**src/rtl/leaf_out_arbiter.sv**
```systemverilog
// Round-robin, credit-gated arbiter that shares the leaf output link among the
// user output streams and wraps each granted word into a routed BFT packet.
module leaf_out_arbiter #(
  parameter int unsigned NUM_OUT_PORTS = 7,
  parameter int unsigned PAYLOAD_BITS  = 32,
  parameter int unsigned NUM_LEAF_BITS = 5,
  parameter int unsigned NUM_PORT_BITS = 4,
  parameter int unsigned NUM_ADDR_BITS = 7,
  parameter int unsigned CREDIT_BITS   = 8,
  parameter int unsigned CREDIT_INIT   = 128,
  parameter int unsigned PACKET_BITS   = 1 + NUM_LEAF_BITS + NUM_PORT_BITS + NUM_ADDR_BITS + PAYLOAD_BITS
) (
  input  logic                                  clk,
  input  logic                                  reset_n,
  input  logic [NUM_OUT_PORTS*PAYLOAD_BITS-1:0] din_user,
  input  logic [NUM_OUT_PORTS-1:0]              vld_user,
  output logic [NUM_OUT_PORTS-1:0]              ack_user,
  input  logic                                  resend,
  input  logic                                  cfg_we,
  input  logic [NUM_PORT_BITS-1:0]              cfg_port,
  input  logic [NUM_LEAF_BITS-1:0]              cfg_leaf,
  input  logic [NUM_PORT_BITS-1:0]              cfg_dport,
  input  logic                                  cfg_en,
  input  logic                                  credit_vld,
  input  logic [NUM_PORT_BITS-1:0]              credit_port,
  input  logic [CREDIT_BITS-1:0]                credit_cnt,
  output logic [PACKET_BITS-1:0]                pkt_out,
  output logic                                  busy
);

  localparam int unsigned PTR_BITS = (NUM_OUT_PORTS > 1) ? $clog2(NUM_OUT_PORTS) : 1;
  localparam int unsigned SUM_BITS = CREDIT_BITS + 2;

  typedef struct packed {
    logic                     vld;
    logic [NUM_LEAF_BITS-1:0] leaf;
    logic [NUM_PORT_BITS-1:0] dport;
    logic [NUM_ADDR_BITS-1:0] addr;
    logic [PAYLOAD_BITS-1:0]  payload;
  } pkt_t;

  logic [NUM_OUT_PORTS-1:0] en_q, en_d;
  logic [NUM_LEAF_BITS-1:0] leaf_q   [NUM_OUT_PORTS];
  logic [NUM_LEAF_BITS-1:0] leaf_d   [NUM_OUT_PORTS];
  logic [NUM_PORT_BITS-1:0] dport_q  [NUM_OUT_PORTS];
  logic [NUM_PORT_BITS-1:0] dport_d  [NUM_OUT_PORTS];
  logic [CREDIT_BITS-1:0]   credit_q [NUM_OUT_PORTS];
  logic [CREDIT_BITS-1:0]   credit_d [NUM_OUT_PORTS];
  logic [NUM_ADDR_BITS-1:0] seq_q    [NUM_OUT_PORTS];
  logic [NUM_ADDR_BITS-1:0] seq_d    [NUM_OUT_PORTS];
  logic [PTR_BITS-1:0]      ptr_q, ptr_d;
  pkt_t                     pkt_q, pkt_d;
  logic                     busy_q, busy_d;

  logic [NUM_OUT_PORTS-1:0] elig_c;
  logic [NUM_OUT_PORTS-1:0] grant_c;
  logic [PTR_BITS:0]        scan_sum;
  logic [PTR_BITS-1:0]      scan_idx;
  logic                     found;
  logic [SUM_BITS-1:0]      credit_sum;

  // A port may win only with data, an enabled route, credit left and no link stall
  always_comb begin
    elig_c = '0;
    for (int unsigned i = 0; i < NUM_OUT_PORTS; i++) begin
      elig_c[i] = vld_user[i] & en_q[i] & (credit_q[i] != '0) & ~resend;
    end
  end

  // Round-robin scan starting at ptr_q and wrapping; first eligible port wins
  always_comb begin
    grant_c  = '0;
    found    = 1'b0;
    scan_sum = '0;
    scan_idx = '0;
    for (int unsigned k = 0; k < NUM_OUT_PORTS; k++) begin
      scan_sum = {1'b0, ptr_q} + (PTR_BITS+1)'(k);
      if (scan_sum >= (PTR_BITS+1)'(NUM_OUT_PORTS)) begin
        scan_sum = scan_sum - (PTR_BITS+1)'(NUM_OUT_PORTS);
      end
      scan_idx = scan_sum[PTR_BITS-1:0];
      if (!found && elig_c[scan_idx]) begin
        found             = 1'b1;
        grant_c[scan_idx] = 1'b1;
      end
    end
  end

  assign ack_user = grant_c;

  // Next state: packet build, credit/seq bookkeeping; config write overrides both
  always_comb begin
    en_d       = en_q;
    leaf_d     = leaf_q;
    dport_d    = dport_q;
    credit_d   = credit_q;
    seq_d      = seq_q;
    ptr_d      = ptr_q;
    pkt_d      = '0;
    busy_d     = 1'b0;
    credit_sum = '0;
    for (int unsigned i = 0; i < NUM_OUT_PORTS; i++) begin
      busy_d = busy_d | (vld_user[i] & en_q[i] & (credit_q[i] == '0));
      if (grant_c[i]) begin
        pkt_d.vld     = 1'b1;
        pkt_d.leaf    = leaf_q[i];
        pkt_d.dport   = dport_q[i];
        pkt_d.addr    = seq_q[i];
        pkt_d.payload = din_user[i*PAYLOAD_BITS +: PAYLOAD_BITS];
        seq_d[i]      = seq_q[i] + NUM_ADDR_BITS'(1);
        ptr_d         = (i == NUM_OUT_PORTS - 1) ? '0 : PTR_BITS'(i + 1);
      end
      if (en_q[i]) begin
        credit_sum = SUM_BITS'(credit_q[i]) - SUM_BITS'(grant_c[i]);
        if (credit_vld && (credit_port == NUM_PORT_BITS'(i))) begin
          credit_sum = credit_sum + SUM_BITS'(credit_cnt);
        end
        if (credit_sum > SUM_BITS'(CREDIT_INIT)) begin
          credit_sum = SUM_BITS'(CREDIT_INIT);
        end
        credit_d[i] = credit_sum[CREDIT_BITS-1:0];
      end
      if (cfg_we && (cfg_port == NUM_PORT_BITS'(i))) begin
        en_d[i]     = cfg_en;
        leaf_d[i]   = cfg_leaf;
        dport_d[i]  = cfg_dport;
        credit_d[i] = CREDIT_BITS'(CREDIT_INIT);
        seq_d[i]    = '0;
      end
    end
  end

  always_ff @(posedge clk or negedge reset_n) begin
    if (!reset_n) begin
      en_q   <= '0;
      ptr_q  <= '0;
      pkt_q  <= '0;
      busy_q <= 1'b0;
      for (int unsigned i = 0; i < NUM_OUT_PORTS; i++) begin
        leaf_q[i]   <= '0;
        dport_q[i]  <= '0;
        credit_q[i] <= CREDIT_BITS'(CREDIT_INIT);
        seq_q[i]    <= '0;
      end
    end else begin
      en_q     <= en_d;
      leaf_q   <= leaf_d;
      dport_q  <= dport_d;
      credit_q <= credit_d;
      seq_q    <= seq_d;
      ptr_q    <= ptr_d;
      pkt_q    <= pkt_d;
      busy_q   <= busy_d;
    end
  end

  assign pkt_out = PACKET_BITS'(pkt_q);
  assign busy    = busy_q;

endmodule

```
**config.mk**
```make
export PLATFORM = sky130hd
export DESIGN_NAME = leaf_out_arbiter
export DESIGN_NICKNAME = d
export VERILOG_FILES = /design/src/rtl/leaf_out_arbiter.sv
export SDC_FILE = /design/constraint.sdc
export NUM_CORES = 1
export LEC_CHECK = 0
export BUFFER_PORTS_ARGS = -buffer_cell sky130_fd_sc_hd__buf_2
export CAP_MARGIN = 0
export CORE_UTILIZATION = 62
export CTS_CLUSTER_SIZE = 40
export DETAILED_ROUTE_END_ITERATION = 8
export PLACE_DENSITY = 0.88
export SLEW_MARGIN = 25
export SYNTH_ARGS = -nofsm -noshare
export SYNTH_HDL_FRONTEND = slang
export SYNTH_SLANG_ARGS = --single-unit
```
**constraint.sdc**
```tcl
create_clock -name clk -period 21.6 [get_ports clk]
set_input_delay 3.24 -clock clk [delete_from_list [all_inputs] [get_ports clk]]
set_output_delay 3.24 -clock clk [all_outputs]
set_load 0.02 [all_outputs]
```
==> results of run 1 <==
## sequential cells by signal, indices dropped and copies added (netlist names)
register  cells
ptr_q         3
seq_q        49
pkt_out      49
busy          1
en_q          7
dport_q      28
credit_q     56
leaf_q       35
## layout by cell type (no fill, tap or decap), drive strengths merged, types with 45 or more instances in the layout
| master | count |
|---|---|
| buf | 345 |
| o22ai | 52 |
| nor2 | 124 |
| o21ai | 105 |
| ha | 96 |
| a21oi | 87 |
| xor2 | 49 |
| a21bo | 45 |
| a31oi | 52 |
| a211oi | 57 |
| a32o | 47 |
| xnor2 | 70 |
| inv | 121 |
| dfrtp | 221 |
| nand2 | 353 |
## per-stage QoR
step | util | hold slack [ps] | setup WS (ps) | area (um^2) | cells
floorplan | - | 436 | 12430 | 17400 | 2055
global placement | 0.707 | 448 | 11200 | 19300 | 2667
detailed placement | 0.707 | 458 | 11150 | 19300 | 2667
CTS | 0.738 | 473 | 11120 | 20100 | 2713
global route | 0.739 | 500 | 10940 | 20100 | 2717
finish | 0.739 | 471 | 10940 | 20100 | 2717
## cells in the mapped netlist (11+ instances only)
library cell / count
mux2_2: 25
buf_4: 11
ha_1: 96
or3_1: 24
nand2b_1: 20
nand4_1: 22
a211oi_1: 56
clkbuf_1: 61
a22o_1: 15
o2111ai_1: 12
nor2b_1: 23
o22ai_1: 52
nor2_1: 123
nand3_1: 20
inv_1: 118
xnor2_1: 70
nor4_1: 18
xor2_1: 49
nand2_1: 353
dfrtp_1: 221
o21ai_0: 104
nor3_1: 25
a31oi_1: 51
a32o_1: 46
a21bo_2: 45
and2_1: 12
a21oi_1: 86
a21o_1: 25
o21bai_1: 25
mux2i_1: 24
buf_2: 30
## layer usage
layer / routed length [um] / vias up / part of all wire / global-route usage
met2: 28000 / 1122 / 0.46 / 0.673
met1: 22300 / 8559 / 0.37 / 0.498
met5: 23 / - / 0.00038 / 0
met3: 6670 / 285 / 0.11 / 0.106
met4: 4000 / 4 / 0.066 / 0.258
li1: - / 8016 / - / -
## kinds of logic (layout without fill, tap and decap cells)
| kind of cell | Yosys count | count (layout) | share of synthesized area |
|---|---|---|---|
| other | 0 | 3 | 0 |
| multiplexers | 50 | 50 | 0.0307 |
| flip-flops | 228 | 228 | 0.328 |
| adder cells (fa/ha/maj) | 104 | 104 | 0.0782 |
| AO/OA/AOI/OAI | 617 | 617 | 0.255 |
| buffers and inverters | 224 | 511 | 0.0532 |
| XOR/XNOR | 119 | 119 | 0.0598 |
| AND/OR/NAND/NOR | 713 | 713 | 0.195 |
## layout make-up
type / count / area share
flip-flops and latches: 228 / 0.284
clock inverters: 8 / 0.00546
well taps: 372 / 0.0231
multi-input cells: 1603 / 0.539
clock buffers: 38 / 0.0360
inverters: 120 / 0.0224
diodes: 3 / 0.000373
repair buffers: 345 / 0.0904
## critical path, stage by stage
cell and delay, ps:
buf_2 180, nand3b_1 190, a21oi_1 650, a221oi_1 270
or4_1 580, o21ai_1 400, nor3_1 140, a311oi_1 420
and2_2 220, buf_4 530, inv_2 320, buf_2 250
## final timing paths
path	start	endpoint	slack, ps	cells after the start
setup / recovery	resend	ack_user[5]	10940	12
hold / removal	leaf_q[29]	leaf_q[29]	470	2
setup reg to reg	ptr_q[1]	credit_q[24]	12710	26
hold reg to reg	leaf_q[29]	leaf_q[29]	470	2
max in group asynchronous	reset_n	pkt_out[8]	16930	3
min in group asynchronous	reset_n	credit_q[28]	2720	1
==> results.yml, run 1 <==
finish:
  layout.nets: 2689
  multiInputGateArea_um2: 10900
  nFillCells: 2009
  drive_gt1_frac: 0.216
  regArea_um2: 5710
  area_growth_pct: 15.7
synth:
  synth_cell_types: 96
  synth.top_cell.area_share: 0.318
  syn_avg_cell_area_um2: 8.48
  synthTopCellsByArea: "dfrtp_1 (32%), nand2_1 (7.6%), ha_1 (6.9%), xnor2_1 (3.5%), o21ai_0 (3.0%)"
  netlist_instances: 2055
  syn_nets: 2421
  synth_ff_type: "dfrtp_1"
  ys_seq_area_frac: 0.328
  syn_area_um2: 17400
  synth-seq-cells: 228
  synth_edf_count: 0
  synthArstFlopShare: 1.00
  yosysTopAreaCell: "dfrtp_1"
  yosys_warnings: 0
cts:
  numClockSinks: 228
  cts_buffer_depth: 3
  postCtsSetupBuffers: 0
  root_buffer: "clkbuf_16"
  htreeDepth: 1
  cts_resized: 0
  numCtsBuffers: 25
  postCtsHoldBufs: 0
  clkLatencyLatePin_ps: 550
  clk_pin_slew_ps: 60
  cts_tree: "built"
worst_setup_path:
  crit_fanout: 57
  end_kind: "primary output"
  critPathRequiredTime_ps: 18360
  path_class: "input pin to primary output"
  arrival_ps: 7420
  startpoint_type: "input pin"
sta:
  setup_tns_ps: 0
  fin_worst_skew_ps: 22.5
  fin_crit_sh: 0.493
  finalCriticalPeriod_ps: 10660
  rsz0062_at_grt: "false"
  maxSlewHeadroom: 0.263
  timing.fmax_mhz: 93.8
  drv_slew: 0
  final-setup-viol-count: 0
  worst-slew-pin-transition_ps: 1100
  hold_viol_final: 0
routing:
  firstDrtPassIters: 8
  initialDrtViolationCount: 1733
  num_vias: 18000
  wl_per_cell_um: 22.4
  antenna_left: 0
  remaining_drc_errors: 1
  wirelength_mm: 61.0
  vias_per_cell: 6.62
placed_design:
  globalplace.congestion: 0.961
  dp_hpwl_mm: 42.8
  port_buffers: 318
global_route:
  grt_pass1_vias: 17400
  grt_first_pass_wirelength_mm: 92.9
  grt_usage: 0.417
  antenna_found_initial: 6
  grt_max_degree: 92
  overflow: 0
floorplan:
  die-area_um2: 28800
  core_um2: 27300
  start_util: 0.639
  die_w_um: 170
  dieHeight_um: 170
  std_cell_rows: 60
  io-pin-count: 319
run_status:
  status: "complete, but fails checks"
  violations: "DRC"
job:
  maxCapViolations: 0
hold_path:
  holdCritPathClass: "flop to flop"
Power of run 1 is not shown: default switching activity piles up to over one toggle a cycle in this logic, so the estimate is an artifact.
==> inputs of run 2 (changes only) <==
CORE_UTILIZATION = 52   (was 62)
PLACE_DENSITY = 0.78   (was 0.88)
clock period = 9.5 ns   (was 21.6 ns; I/O delays follow)
==> run 2 against run 1 <==
  * The flow now finishes without violations
  * Global-route usage down 7.0 points
  * Cell count up 2.7%
  * Routed wire length down 0.71%
  * Final area up 0.60%
  * Non-clock buffer count up 3
  * Clock skew down 6.9 ps
  * Worst hold slack worse by 5.7 ps
  * First-iteration DRC count down 18%
  * Critical path type is now flop to flop
  * Highest routed layer unchanged
==> results.yml, run 2 (synthesis gave the netlist of run 1 again) <==
finish:
  layout.nets: 2692
  utilization: 0.618
  area_growth_pct: 16.4
  final_cell_mix: "nand2_1 (353), buf_2 (317), dfrtp_1 (221)"
  drive_gt1_frac: 0.219
  final_common_cell: "nand2_1"
  largest_reg_flops: 56
  top_register: "credit_q"
worst_setup_path:
  cp-startpoint: "ptr_q[2]"
  end_kind: "flop"
  r2r_end: "credit_q[48]"
  r2r_cells: 23
  path_buf_inv: 2
  path_class: "flop to flop"
  arrival_ps: 8190
  critPathRequiredTime_ps: 9890
  r2r_start: "ptr_q[2]"
  cp_cell_sequence: "inv_1 -> fa_1 -> nor2b_1 -> a32o_1 -> a222oi_1 -> and3_1 -> a211o_1 -> nor4_1 -> or4_4 -> ha_1 -> ha_1 -> inv_1 -> fa_1 -> a21o_1 -> a21oi_1 -> o21bai_1 -> a21oi_1 -> nor2b_1 -> o21ai_0 -> o21ai_0 -> and4b_1 -> o2111ai_1 -> o21ai_0"
  crit_fanout: 58
  rrSetupSlack_ps: 1700
  cpMaxStageDelayCell: "or4_4"
  path_common_cell: "o21ai_0"
  cp_top_family: "compound AO/OA/AOI/OAI gates"
  max_stage_delay_ps: 920
  startpoint_type: "flop"
floorplan:
  start_util: 0.531
  std_cell_rows: 66
  io-pin-count: 319
  dieHeight_um: 185
  core_um2: 32800
  die_w_um: 185
  die-area_um2: 34200
global_route:
  grt_usage: 0.346
  grt_max_degree: 100
  grt_pass1_vias: 16900
  grt_first_pass_wirelength_mm: 91.7
  antenna_found_initial: 6
  overflow: 0
cts:
  clkLatencyLatePin_ps: 550
  postCtsHoldBufs: 0
  root_buffer: "clkbuf_16"
  htreeDepth: 1
  numClockSinks: 228
  cts_resized: 0
  clk_pin_slew_ps: 60
  cts_buffer_depth: 3
  postCtsSetupBuffers: 0
  cts_tree: "built"
  numCtsBuffers: 25
sta:
  setup_tns_ps: 0
  fin_ws_ps: 1700
  hold_viol_final: 0
  fin_worst_skew_ps: 15.6
  final-setup-viol-count: 0
  timing.fmax_mhz: 128
  fin_crit_sh: 0.821
  rsz0062_at_grt: "false"
  drv_slew: 0
  finalCriticalPeriod_ps: 7800
  maxSlewHeadroom: 0.253
  worst-slew-pin-transition_ps: 1110
routing:
  wirelength_mm: 60.5
  firstDrtPassIters: 6
  remaining_drc_errors: 0
  initialDrtViolationCount: 1418
  vias_per_cell: 6.28
  num_vias: 17500
  antenna_left: 0
  wl_per_cell_um: 21.7
job:
  maxCapViolations: 0
hold_path:
  holdCritPathClass: "flop to flop"
  min_path_cells: 2
  min_to: "leaf_q[26]"
  hold_start: "leaf_q[26]"
placed_design:
  globalplace.congestion: 0.966
  dp_hpwl_mm: 42.2
  port_buffers: 318
  post-place-ws_ps: 1680
run_status:
  status: "complete, no violations"
==> run 2: worst register-to-register path: stages (launching register included) <==
cell and delay, ps:
dfrtp_1 750, inv_1 400, fa_1 710, nor2b_1 240, a32o_1 260, a222oi_1 500
and3_1 480, a211o_1 220, nor4_1 80, or4_4 920, ha_1 380, ha_1 310
inv_1 80, fa_1 430, a21o_1 180, a21oi_1 220, o21bai_1 90, a21oi_1 180
nor2b_1 80, o21ai_0 150, o21ai_0 120, and4b_1 220, o2111ai_1 480, o21ai_0 190
==> run 2: worst max path at each step <==
stage	cells past startpoint	slack (ps)	endpoint
after floorplan	30	2570	credit_q[24]
after global placement	22	1830	credit_q[48]
after detailed placement	22	1680	credit_q[48]
after CTS	23	1790	credit_q[48]
after global routing	27	1200	credit_q[8]
final	23	1700	credit_q[48]
==> run 2: final cells by class <==
cell class              instances  area (um^2)
diodes                          4         10.0
clock buffers                  35          743
clock inverters                10          128
fillers                      2782        12500
inverters                     120          450
multi-input cells            1603        10800
flip-flops and latches        228         5710
well taps                     442          553
repair buffers                348         1830
==> run 2: routing by layer <==
metal / share of wire / GRT usage / vias to the layer above
met5: 0.00051 / 0.00444 / -
met4: 0.066 / 0.216 / 6
met3: 0.096 / 0.0838 / 225
met2: 0.45 / 0.555 / 985
met1: 0.39 / 0.419 / 8286
li1: - / - / 8013
==> run 2: stage by stage <==
step / std cells / hold slack (ps) / instance area, um^2
2_1_floorplan: 2055 / 436 / 17400
3_3_place_gp: 2741 / 449 / 19400
3_5_place_dp: 2741 / 453 / 19400
4_1_cts: 2786 / 468 / 20300
5_1_grt: 2789 / 491 / 20300
6_report: 2790 / 465 / 20300
Power of run 2 is left out for the same reason.
==> inputs of run 3 (changes only) <==
clock period = 7.1 ns   (was 9.5 ns; I/O delays follow)
==> run 3 against run 2 <==
  * Sequential cell count stayed put
  * Register-to-register slack lost 1300 ps
  * Largest cell class unchanged
  * Via count is essentially flat
  * Clock skew is 8.7 ps lower
==> results.yml, run 3 (synthesis gave the netlist of run 1 again) <==
cts:
  clk_pin_slew_ps: 70
  cts_tree: "built"
  clkLatencyLatePin_ps: 550
  postCtsHoldBufs: 0
  root_buffer: "clkbuf_16"
  htreeDepth: 1
  numClockSinks: 228
  cts_buffer_depth: 3
  numCtsBuffers: 25
worst_setup_path:
  arrival_ps: 7190
  critPathRequiredTime_ps: 7560
  startpoint_type: "flop"
  path_class: "flop to flop"
  end_kind: "flop"
  crit_fanout: 12
global_route:
  grt_pass1_vias: 17100
  grt_max_degree: 121
  antenna_found_initial: 5
  grt_usage: 0.349
  grt_first_pass_wirelength_mm: 92.9
  overflow: 0
floorplan:
  io-pin-count: 319
  core_um2: 32800
  dieHeight_um: 185
  die-area_um2: 34200
  std_cell_rows: 66
  die_w_um: 185
  start_util: 0.531
finish:
  regArea_um2: 5710
  utilization: 0.630
  drive_gt1_frac: 0.237
  largest_reg_flops: 56
  final_cell_mix: "nand2_1 (353), buf_2 (317), dfrtp_1 (221)"
  area_growth_pct: 18.7
  multiInputGateArea_um2: 11000
  nFillCells: 2831
  final_common_cell: "nand2_1"
  top_register: "credit_q"
  layout.nets: 2725
routing:
  wl_per_cell_um: 21.6
  wl_met2_mm: 27.8
  wl_met3_mm: 5.36
  remaining_drc_errors: 0
  met1_length_mm: 24.0
  routed.top_layer: "met5"
  antenna_left: 0
  num_vias: 17500
  firstDrtPassIters: 5
  wirelength_mm: 60.9
  initialDrtViolationCount: 1598
  vias_per_cell: 6.21
sta:
  hold_viol_final: 0
  setup_tns_ps: 0
  finalCriticalPeriod_ps: 6740
  maxSlewHeadroom: 0.411
  timing.fmax_mhz: 148
  rsz0062_at_grt: "true"
  fin_ws_ps: 365
  final-setup-viol-count: 0
  worst-slew-pin-transition_ps: 877
  fin_crit_sh: 0.949
  hold_slack_ps: 372
  fin_worst_skew_ps: 6.97
  drv_slew: 0
hold_path:
  holdCritPathClass: "input pin to asynchronous set/reset pin"
placed_design:
  port_buffers: 318
  dp_hpwl_mm: 43.0
  globalplace.congestion: 1.04
  post-place-ws_ps: 40.5
run_status:
  status: "complete, no violations"
job:
  maxCapViolations: 0
## run 3: critical path: stages, from the launching register on
cell       delay, ps
dfrtp_1          470
inv_1            250
ha_1             440
nand2_1          230
mux2i_4          290
and2_1           220
or3b_4           420
a32o_2           320
buf_4            170
or3_1            470
o311ai_4         400
or2_2            210
ha_1             170
ha_1             260
inv_1            110
ha_1             240
a21o_1           160
a21oi_1          220
o21bai_1          90
a21oi_1          250
o21bai_1         110
a21o_1           210
xor2_1           140
o21ai_0          290
o2111ai_2        260
o21ai_0          220
## run 3: metrics by stage
stage | cell area (um^2) | cells
2_1_floorplan | 17400 | 2055
3_3_place_gp | 19600 | 2764
3_5_place_dp | 19600 | 2765
4_1_cts | 20500 | 2811
5_1_grt | 20700 | 2821
6_report | 20700 | 2823
## run 3: path summary, 6_finish.rpt
kind / start / end / slack, ps / depth (start not counted)
min in group clk: dport_q[21] / dport_q[21] / 470 / 2
hold reg to reg: dport_q[21] / dport_q[21] / 470 / 2
setup reg to reg: ptr_q[0] / credit_q[21] / 360 / 25
hold / removal: reset_n / credit_q[29] / 370 / 1
setup / recovery: ptr_q[0] / credit_q[21] / 360 / 25
max in group asynchronous: reset_n / seq_q[2] / 5190 / 4
## run 3: per-layer routing
| layer | up-vias | global-route usage |
|---|---|---|
| li1 | 8076 | - |
| met1 | 8382 | 0.433 |
| met2 | 865 | 0.565 |
| met3 | 191 | 0.0724 |
| met4 | 4 | 0.198 |
| met5 | - | 0 |
## run 3: what timing repair did
action,CTS,global route
setup endpoints to repair,0,44
gates resized for setup,0,21
setup buffers,0,7
## run 3: layout make-up
type / count / share of cell area
tap: 442 / 0.0268
antenna: 3 / 0.000363
multi-input combinational: 1603 / 0.530
inverter: 120 / 0.0218
sequential: 228 / 0.276
timing repair buffer: 381 / 0.103
clock inverter: 20 / 0.0117
clock buffer: 26 / 0.0304
Power of run 3 is left out for the same reason.
